==> src/rtl/add_seq_pkg.sv <==
// Shared types and constants for the byte-serial add/subtract sequencer.
package add_seq_pkg;

    localparam int BYTE_W = 8;

    typedef enum logic [1:0] {
        IDLE = 2'd0,
        RUN  = 2'd1,
        DONE = 2'd2
    } state_t;

    // Byte-index register width; at least one bit so NBYTES=1 still has a legal vector.
    function automatic int idx_w(input int nbytes);
        return (nbytes <= 1) ? 1 : $clog2(nbytes);
    endfunction

endpackage

==> src/rtl/byte_adder.sv <==
// Combinational 8-bit adder slice: sum = a + b + c_in, with carry-out.
module byte_adder
    import add_seq_pkg::*;
(
    input  logic [BYTE_W-1:0] a,
    input  logic [BYTE_W-1:0] b,
    input  logic              c_in,
    output logic [BYTE_W-1:0] sum,
    output logic              c_out
);

    logic [BYTE_W:0] full;

    // Widen to 9 bits so the carry-out falls out of the top bit.
    always_comb begin
        full  = {1'b0, a} + {1'b0, b} + {{BYTE_W{1'b0}}, c_in};
        sum   = full[BYTE_W-1:0];
        c_out = full[BYTE_W];
    end

endmodule

==> src/rtl/add_seq_ctrl.sv <==
// Multi-precision add/subtract sequencer: one shared 8-bit slice walks the
// operands LSB byte first, chaining carry, with valid/ready on both sides.
module add_seq_ctrl
    import add_seq_pkg::*;
#(
    parameter int NBYTES = 4
) (
    input  logic                     clk,
    input  logic                     rst_n,
    input  logic                     in_valid,
    output logic                     in_ready,
    input  logic [BYTE_W*NBYTES-1:0] in_a,
    input  logic [BYTE_W*NBYTES-1:0] in_b,
    input  logic                     in_c,
    input  logic                     in_sub,
    output logic                     out_valid,
    input  logic                     out_ready,
    output logic [BYTE_W*NBYTES-1:0] out_sum,
    output logic                     out_c,
    output logic                     busy
);

    localparam int W  = BYTE_W * NBYTES;
    localparam int IW = idx_w(NBYTES);
    localparam logic [IW-1:0] LAST_IDX = IW'(NBYTES - 1);

    state_t          state;
    logic [W-1:0]    a_q;
    logic [W-1:0]    b_q;
    logic [W-1:0]    sum_q;
    logic            carry_q;
    logic            c_q;
    logic [IW-1:0]   idx_q;
    logic            in_ready_q;
    logic            out_valid_q;
    logic            busy_q;

    logic [BYTE_W-1:0] a_byte;
    logic [BYTE_W-1:0] b_byte;
    logic [BYTE_W-1:0] s_byte;
    logic              slice_c;

    // Select the operand bytes for the current index.
    always_comb begin
        a_byte = a_q[idx_q*BYTE_W +: BYTE_W];
        b_byte = b_q[idx_q*BYTE_W +: BYTE_W];
    end

    byte_adder u_slice (
        .a     (a_byte),
        .b     (b_byte),
        .c_in  (carry_q),
        .sum   (s_byte),
        .c_out (slice_c)
    );

    // Sequencer FSM with operand, carry, index and result registers.
    // Subtract is folded in at capture: B is stored inverted and carry seeded to 1.
    always_ff @(posedge clk or negedge rst_n) begin
        if (!rst_n) begin
            state       <= IDLE;
            a_q         <= '0;
            b_q         <= '0;
            sum_q       <= '0;
            carry_q     <= 1'b0;
            c_q         <= 1'b0;
            idx_q       <= '0;
            in_ready_q  <= 1'b1;
            out_valid_q <= 1'b0;
            busy_q      <= 1'b0;
        end else begin
            case (state)
                IDLE: begin
                    if (in_valid && in_ready_q) begin
                        a_q        <= in_a;
                        b_q        <= in_sub ? ~in_b : in_b;
                        carry_q    <= in_sub | in_c;
                        idx_q      <= '0;
                        state      <= RUN;
                        in_ready_q <= 1'b0;
                        busy_q     <= 1'b1;
                    end
                end
                RUN: begin
                    sum_q[idx_q*BYTE_W +: BYTE_W] <= s_byte;
                    carry_q <= slice_c;
                    if (idx_q == LAST_IDX) begin
                        c_q         <= slice_c;
                        idx_q       <= '0;
                        state       <= DONE;
                        out_valid_q <= 1'b1;
                    end else begin
                        idx_q <= idx_q + 1'b1;
                    end
                end
                DONE: begin
                    if (out_ready) begin
                        state       <= IDLE;
                        out_valid_q <= 1'b0;
                        busy_q      <= 1'b0;
                        in_ready_q  <= 1'b1;
                    end
                end
                default: begin
                    state       <= IDLE;
                    in_ready_q  <= 1'b1;
                    out_valid_q <= 1'b0;
                    busy_q      <= 1'b0;
                end
            endcase
        end
    end

    // Registered outputs straight from the state registers.
    always_comb begin
        in_ready  = in_ready_q;
        out_valid = out_valid_q;
        out_sum   = sum_q;
        out_c     = c_q;
        busy      = busy_q;
    end

endmodule

==> config.mk <==
export PLATFORM = sky130hd
export DESIGN_NAME = add_seq_ctrl
export DESIGN_NICKNAME = d
export VERILOG_FILES = /design/src/rtl/add_seq_pkg.sv /design/src/rtl/byte_adder.sv /design/src/rtl/add_seq_ctrl.sv
export SDC_FILE = /design/constraint.sdc
export NUM_CORES = 1
export LEC_CHECK = 0
export CAP_MARGIN = 40
export CORE_MARGIN = 1
export CORE_UTILIZATION = 51
export CTS_CLUSTER_DIAMETER = 30
export DETAILED_ROUTE_END_ITERATION = 6
export GPL_ROUTABILITY_DRIVEN = 0
export PLACE_DENSITY = 0.88
export SYNTH_ARGS = -nofsm -noshare
export SYNTH_HDL_FRONTEND = slang
export SYNTH_HIERARCHICAL = 1
export SYNTH_SLANG_ARGS = --single-unit
==> constraint.sdc <==
create_clock -name clk -period 4.2 [get_ports clk]
set_clock_uncertainty 0.15 [all_clocks]
set_input_delay 0.42 -clock clk [delete_from_list [all_inputs] [get_ports clk]]
set_output_delay 0.42 -clock clk [all_outputs]
set_load 0.01 [all_outputs]
# Yosys cells after proc, flatten, opt, wreduce, memory -nomap -nowiden
# Index checks and enable logic that the tools add are counted.
# Widths: inputs -> output; s select.
[totals]
regBits = 105
input_bits = 70
out_inout_bits = 36
word_cells = 56
[classes]
add_sub_neg = 4
n_eq_ne = 6
shift = 4
mux = 19
bitwise_logic = 4
reduce_logical = 9
[ops]
columns = ["operator", "n"]
rows = [
  ["$shiftx 32x6->8", 2],
  ["$neg 5->34", 1],
  ["$shift 8x34->32 const A", 1],
  ["$shiftx 8x34->32", 1],
  ["$bwmux 32", 1],
  ["$mux 32", 1],
  ["$not 32->32", 1],
  ["$mux 2", 5],
  ["$add 8x8->9", 1],
  ["$add 9x1->9", 1],
  ["$pmux 1 s3", 3],
  ["$reduce_and 3->1", 3],
  ["$mux 1", 6],
  ["$ne 2x2->1 const B", 3],
  ["$pmux 2 s3", 1],
  ["$reduce_and 2->1", 3],
  ["$eq 2x2->1 const B", 2],
  ["$pmux 2 s2", 1],
  ["$add 2x1->2 const B", 1],
  ["$eq 2x1->1 const B", 1],
  ["$logic_not 2->1", 1],
  ["$not 1->1", 2],
  ["$pmux 1 s2", 1],
  ["$reduce_bool 2->1", 1],
  ["2 further kinds", 2],
]

# Depth between registers and ports, before layout
[depth]
depth_word = 5
depth_mapped = 11
ltp_nobuf = 9

# By module
# The synthesis kept the hierarchy.
[by_module_without_submodules]
columns = ["module", "n_inst", "cells_each", "area_each_um2"]
rows = [
  ["add_seq_ctrl", 1, 379, 4772.1],
  ["byte_adder", 1, 42, 331.6],
]

# Least setup slack after synthesis
# No wires, ideal clock.
[synth_timing]
kind = "register to register"
startpoint = "register idx_q[0]"
endpoint = "register c_q, in the netlist out_c"
t_arrival_ps = 2938
required_time_ps = 3925
setup_slack_ps = 987
stages_incl_launch_ff = 11
path_cell_list = "dfrtp_1 -> buf_6 -> buf_6 -> mux4_2 -> fa_1 -> fa_1 -> a21oi_1 -> nor2_1 -> nor2_1 -> o21ai_0 -> mux2_2"
[synth_between]
elab_chain_cells = 3
elab_cells_between_ends = 6
cone_classes = "2 x add/sub; 1 x eq/ne; 2 x shift; 1 x reduce/logical"
[synth_rtl]
columns = ["element", "line_no", "rtl"]
rows = [
  ["start, declared", "add_seq_ctrl.sv:33", "logic [IW-1:0] idx_q;"],
  ["start signal, assigned", "add_seq_ctrl.sv:93", "idx_q <= idx_q + 1'b1;"],
  ["$shiftx 32x6->8", "add_seq_ctrl.sv:45", "a_byte = a_q[idx_q*BYTE_W +: BYTE_W];"],
  ["via a_byte[0]", "add_seq_ctrl.sv:38", "logic [BYTE_W-1:0] a_byte;"],
  ["$add 8x8->9", "byte_adder.sv:16", "full = {1'b0, a} + {1'b0, b} + {{BYTE_W{1'b0}}, c_in};"],
  ["$add 9x1->9", "byte_adder.sv:16", ""],
  ["via slice_c", "add_seq_ctrl.sv:41", "logic slice_c;"],
  ["end signal, assigned", "add_seq_ctrl.sv:88", "c_q <= slice_c;"],
  ["end, declared", "add_seq_ctrl.sv:32", "logic c_q;"],
]
# The timed path passes the listed nets, and every way through them passes these cells.
# A chain may end at the register's enable or synchronous reset.

# Worst setup path in the final report
[layout_timing]
startpoint = "register idx_q[0]"
endpoint = "register sum_q[15], in the netlist out_sum[15]"
[layout_between]
elab_chain_cells = 5
elab_cells_between_ends = 8
cone_classes = "3 x add/sub; 4 x shift; 1 x mux"
[layout_rtl]
columns = ["element", "line_no", "rtl"]
rows = [
  ["$shiftx 32x6->8", "add_seq_ctrl.sv:45", ""],
  ["via a_byte[4]", "add_seq_ctrl.sv:38", ""],
  ["$add 8x8->9", "byte_adder.sv:16", ""],
  ["$add 9x1->9", "byte_adder.sv:16", ""],
  ["via s_byte[7]", "add_seq_ctrl.sv:40", "logic [BYTE_W-1:0] s_byte;"],
  ["$shiftx 8x34->32", "add_seq_ctrl.sv:85", "sum_q[idx_q*BYTE_W +: BYTE_W] <= s_byte;"],
  ["$bwmux 32", "add_seq_ctrl.sv:85", ""],
  ["end signal, assigned by index", "add_seq_ctrl.sv:85", ""],
  ["end, declared", "add_seq_ctrl.sv:30", "logic [W-1:0] sum_q;"],
]
# The timed path passes the listed nets, and every way through them passes these cells.

==> reports/metrics.cfg <==
[run]
cap_viol_max_count = 0

[critical_path]
required_time_of_the_critical_path_ns = 4.31
maximum_fanout_encountered_on_the_critical_timing_path = 16
critical_path_class = register to register
crit_path_start_kind = register
endpoint_kind = register
timing.critical_path.arrival_ns = 3.46

[cts]
cts_made_buffers = 9
cts-root-buf = sky130_fd_sc_hd__clkbuf_8
clk-insertion-delay-late_ns = 0.36
clkSlewWorstSetupHoldPaths_ns = 0.09
h_tree_levels = 3
buffer_depth_of_the_longest_clock_path = 2
tritoncts_clock_tree = built
clock_sinks = 105

[sta]
timing.final.hold_violations = 0
finalSetupViolations = 0
maxClockFrequency_ghz = 0.299
min_period_over_period_pct = 79.7
whs_ns = 0.337
timing.final.crit_period_ns = 3.35
slew-limit-headroom_pct = 40.6
post-route-worst-setup-slack_ns = 0.851
worst_slew_pin_slew_ns = 0.891
final-max-slew-violation-count = 0
timing.setup.tns_ns = 0
grt_setup_unrepaired = false

[logic_synthesis]
postSynth.asyncResetShare_pct = 100
postSynthAreaPerCell_um2 = 12.1
syn-instance-count = 421
number_of_flops_mapped_to_enable_cells_by_yosys = 0
netlist_area_um2 = 5100
synth.yosys.warnings = 6
synth-seq-area-share_pct = 51.5
ys_dominant_reg_cell = sky130_fd_sc_hd__dfrtp_1
ys_ff_latch = 105
syn-num-nets = 506
netlist-cell-type-count = 41

[die]
rows = 36
initial_core_util_pct = 52.5
ioPinCount = 106
placeableCoreArea_um2 = 9730
die-height_um = 102
die-area_um2 = 10400
dieWidth_um = 102

[place]
dp.final_hpwl_um = 8150
pre_cts_ws_ns = 0.822
placed_area_um2 = 6240
place.detailed.instances = 642
port-buffer-count = 105

[route]
total_vias_in_the_final_route = 3630
detail_route.wirelength_um = 10900
drt-pass1-iter-count = 5
route.detailed.wl_per_inst_um = 16.6
drt_iter0_markers = 188
antenna_left = 0
detail_route.drc_violations = 0
avgViaCountPerCell = 5.51

[grt]
antenna_found_initial = 0
top_usage_layer = met2
grt_pass1_vias = 3688
global_route_total_overflow = 0
met3_usage_pct = 3.63
grt.total_usage_pct = 22.7
grt_pass1_wl_um = 17900
grt_start_max_net_pins = 103
groute.layer.met2.usage_pct = 39.0
globalRouteMet1Util_pct = 28.6

[layout]
drive_above_1_share_pct = 13.3
flow.area_growth_from_synthesis_pct = 26.0
final_cells = 659
design_area_um2 = 6430
num-fill-cells = 728
antenna_cells = 0
finalCoreUtilization_pct = 66.1
fin_nets = 606
final_common_cell = sky130_fd_sc_hd__dfrtp_1
layout.cells.most_common_list = sky130_fd_sc_hd__dfrtp_1 (104), sky130_fd_sc_hd__clkdlybuf4s50_1 (103), sky130_fd_sc_hd__nand2_1 (41)

[power]
ir_drop_v = 0.000412
totalPowerFinal_mw = 5.05
power.density_cell_area_nw_per_um2 = 785
p_leak_nw = 2.68

[outcome]
outcome = finished clean

[hold_path]
min-delay-path-class = register to register

## flip-flops by register name, summed over array words and instances (netlist names)
register	cells
b_q	32
out_valid	1
a_q	32
in_ready	1
out_c	1
idx_q	2
out_sum	32
carry_q	1
state	2
busy	1
## cell families (layout without fill, tap and decap cells)
group	Yosys count	after routing	share of synthesized area [%]
buf+inv	29	134	3.33
fa+ha+maj	15	15	3.97
flops	105	105	51.5
xor+xnor	36	36	6.18
simple gates	98	98	9.86
mux	50	50	14.5
compound gates	88	88	10.6
## routing by layer
layer	vias to the layer above	routed length (um)
li1	1682	-
met2	164	5500
met1	1759	4490
met3	25	653
met5	-	0
met4	0	298
## worst max-delay path, cell delays in order, from the launching register on
cell,delay (ns)
sky130_fd_sc_hd__dfrtp_1,0.60
sky130_fd_sc_hd__buf_4,0.39
sky130_fd_sc_hd__mux4_2,0.56
sky130_fd_sc_hd__ha_1,0.40
sky130_fd_sc_hd__a21o_1,0.23
sky130_fd_sc_hd__a2111oi_0,0.39
sky130_fd_sc_hd__mux2i_1,0.13
sky130_fd_sc_hd__nand2_1,0.13
sky130_fd_sc_hd__nand2_1,0.06
sky130_fd_sc_hd__o21ai_0,0.21
## power by group
part           leakage, nW  switching [mW]  total, mW  internal (mW)
sequential            1.31           0.301       1.75           1.45
combinational         1.27            1.45       2.72           1.26
clock               0.0993           0.335      0.581          0.247
## final cells by class
class | instances | area (um^2) | share of cell area, %
flip-flops and latches | 105 | 2630 | 40.9
multi-input cells | 287 | 2300 | 35.8
repair buffers | 112 | 1130 | 17.5
well taps | 133 | 166 | 2.59
clock buffers | 11 | 151 | 2.35
clock inverters | 5 | 28.8 | 0.447
inverters | 6 | 22.5 | 0.350
## repair_timing
item,in CTS,in global routing
buffers inserted,0,0
hold buffers,1,0
hold endpoints to repair,70,0
gates resized for setup,0,0
## synthesized netlist by cell type (2+ instances only)
cell | number | share of area, %
sky130_fd_sc_hd__nor2b_1 | 2 | 0.25
sky130_fd_sc_hd__clkbuf_1 | 3 | 0.22
sky130_fd_sc_hd__buf_4 | 7 | 1.0
sky130_fd_sc_hd__buf_2 | 10 | 0.98
sky130_fd_sc_hd__o21bai_1 | 2 | 0.29
sky130_fd_sc_hd__nand3b_1 | 3 | 0.44
sky130_fd_sc_hd__nor4_4 | 2 | 0.83
sky130_fd_sc_hd__nand3_1 | 3 | 0.29
sky130_fd_sc_hd__nand2b_1 | 2 | 0.25
sky130_fd_sc_hd__mux4_2 | 16 | 7.1
sky130_fd_sc_hd__nor3_1 | 2 | 0.20
sky130_fd_sc_hd__mux2_2 | 23 | 5.1
sky130_fd_sc_hd__nor2_1 | 36 | 2.6
sky130_fd_sc_hd__buf_6 | 3 | 0.66
sky130_fd_sc_hd__fa_1 | 2 | 0.78
sky130_fd_sc_hd__a22o_1 | 16 | 2.7
sky130_fd_sc_hd__mux2_1 | 10 | 2.2
sky130_fd_sc_hd__a311o_1 | 2 | 0.39
sky130_fd_sc_hd__inv_1 | 5 | 0.37
sky130_fd_sc_hd__a21o_1 | 3 | 0.44
sky130_fd_sc_hd__o21ai_0 | 20 | 2.0
sky130_fd_sc_hd__o31ai_1 | 3 | 0.44
sky130_fd_sc_hd__a21oi_1 | 39 | 3.8
sky130_fd_sc_hd__xnor2_1 | 34 | 5.8
sky130_fd_sc_hd__xor2_1 | 2 | 0.34
sky130_fd_sc_hd__ha_1 | 13 | 3.2
sky130_fd_sc_hd__dfrtp_1 | 104 | 51
sky130_fd_sc_hd__nand2_1 | 41 | 3.0
## worst paths after layout
kind / startpoint / endpoint / slack (ns) / cells after the start
min in group asynchronous: rst_n / out_sum[24]$_DFFE_PN0P_ / 0.46 / 3
hold / removal: busy$_DFFE_PN0P_ / busy$_DFFE_PN0P_ / 0.34 / 1
setup / recovery: idx_q[0]$_DFFE_PN0P_ / out_sum[15]$_DFFE_PN0P_ / 0.85 / 9
setup reg to reg: idx_q[0]$_DFFE_PN0P_ / out_sum[15]$_DFFE_PN0P_ / 0.85 / 9
hold reg to reg: busy$_DFFE_PN0P_ / busy$_DFFE_PN0P_ / 0.34 / 1
max in group asynchronous: rst_n / b_q[14]$_DFFE_PN0P_ / 2.69 / 4
Note: power is estimated with default switching activity, not from simulation.
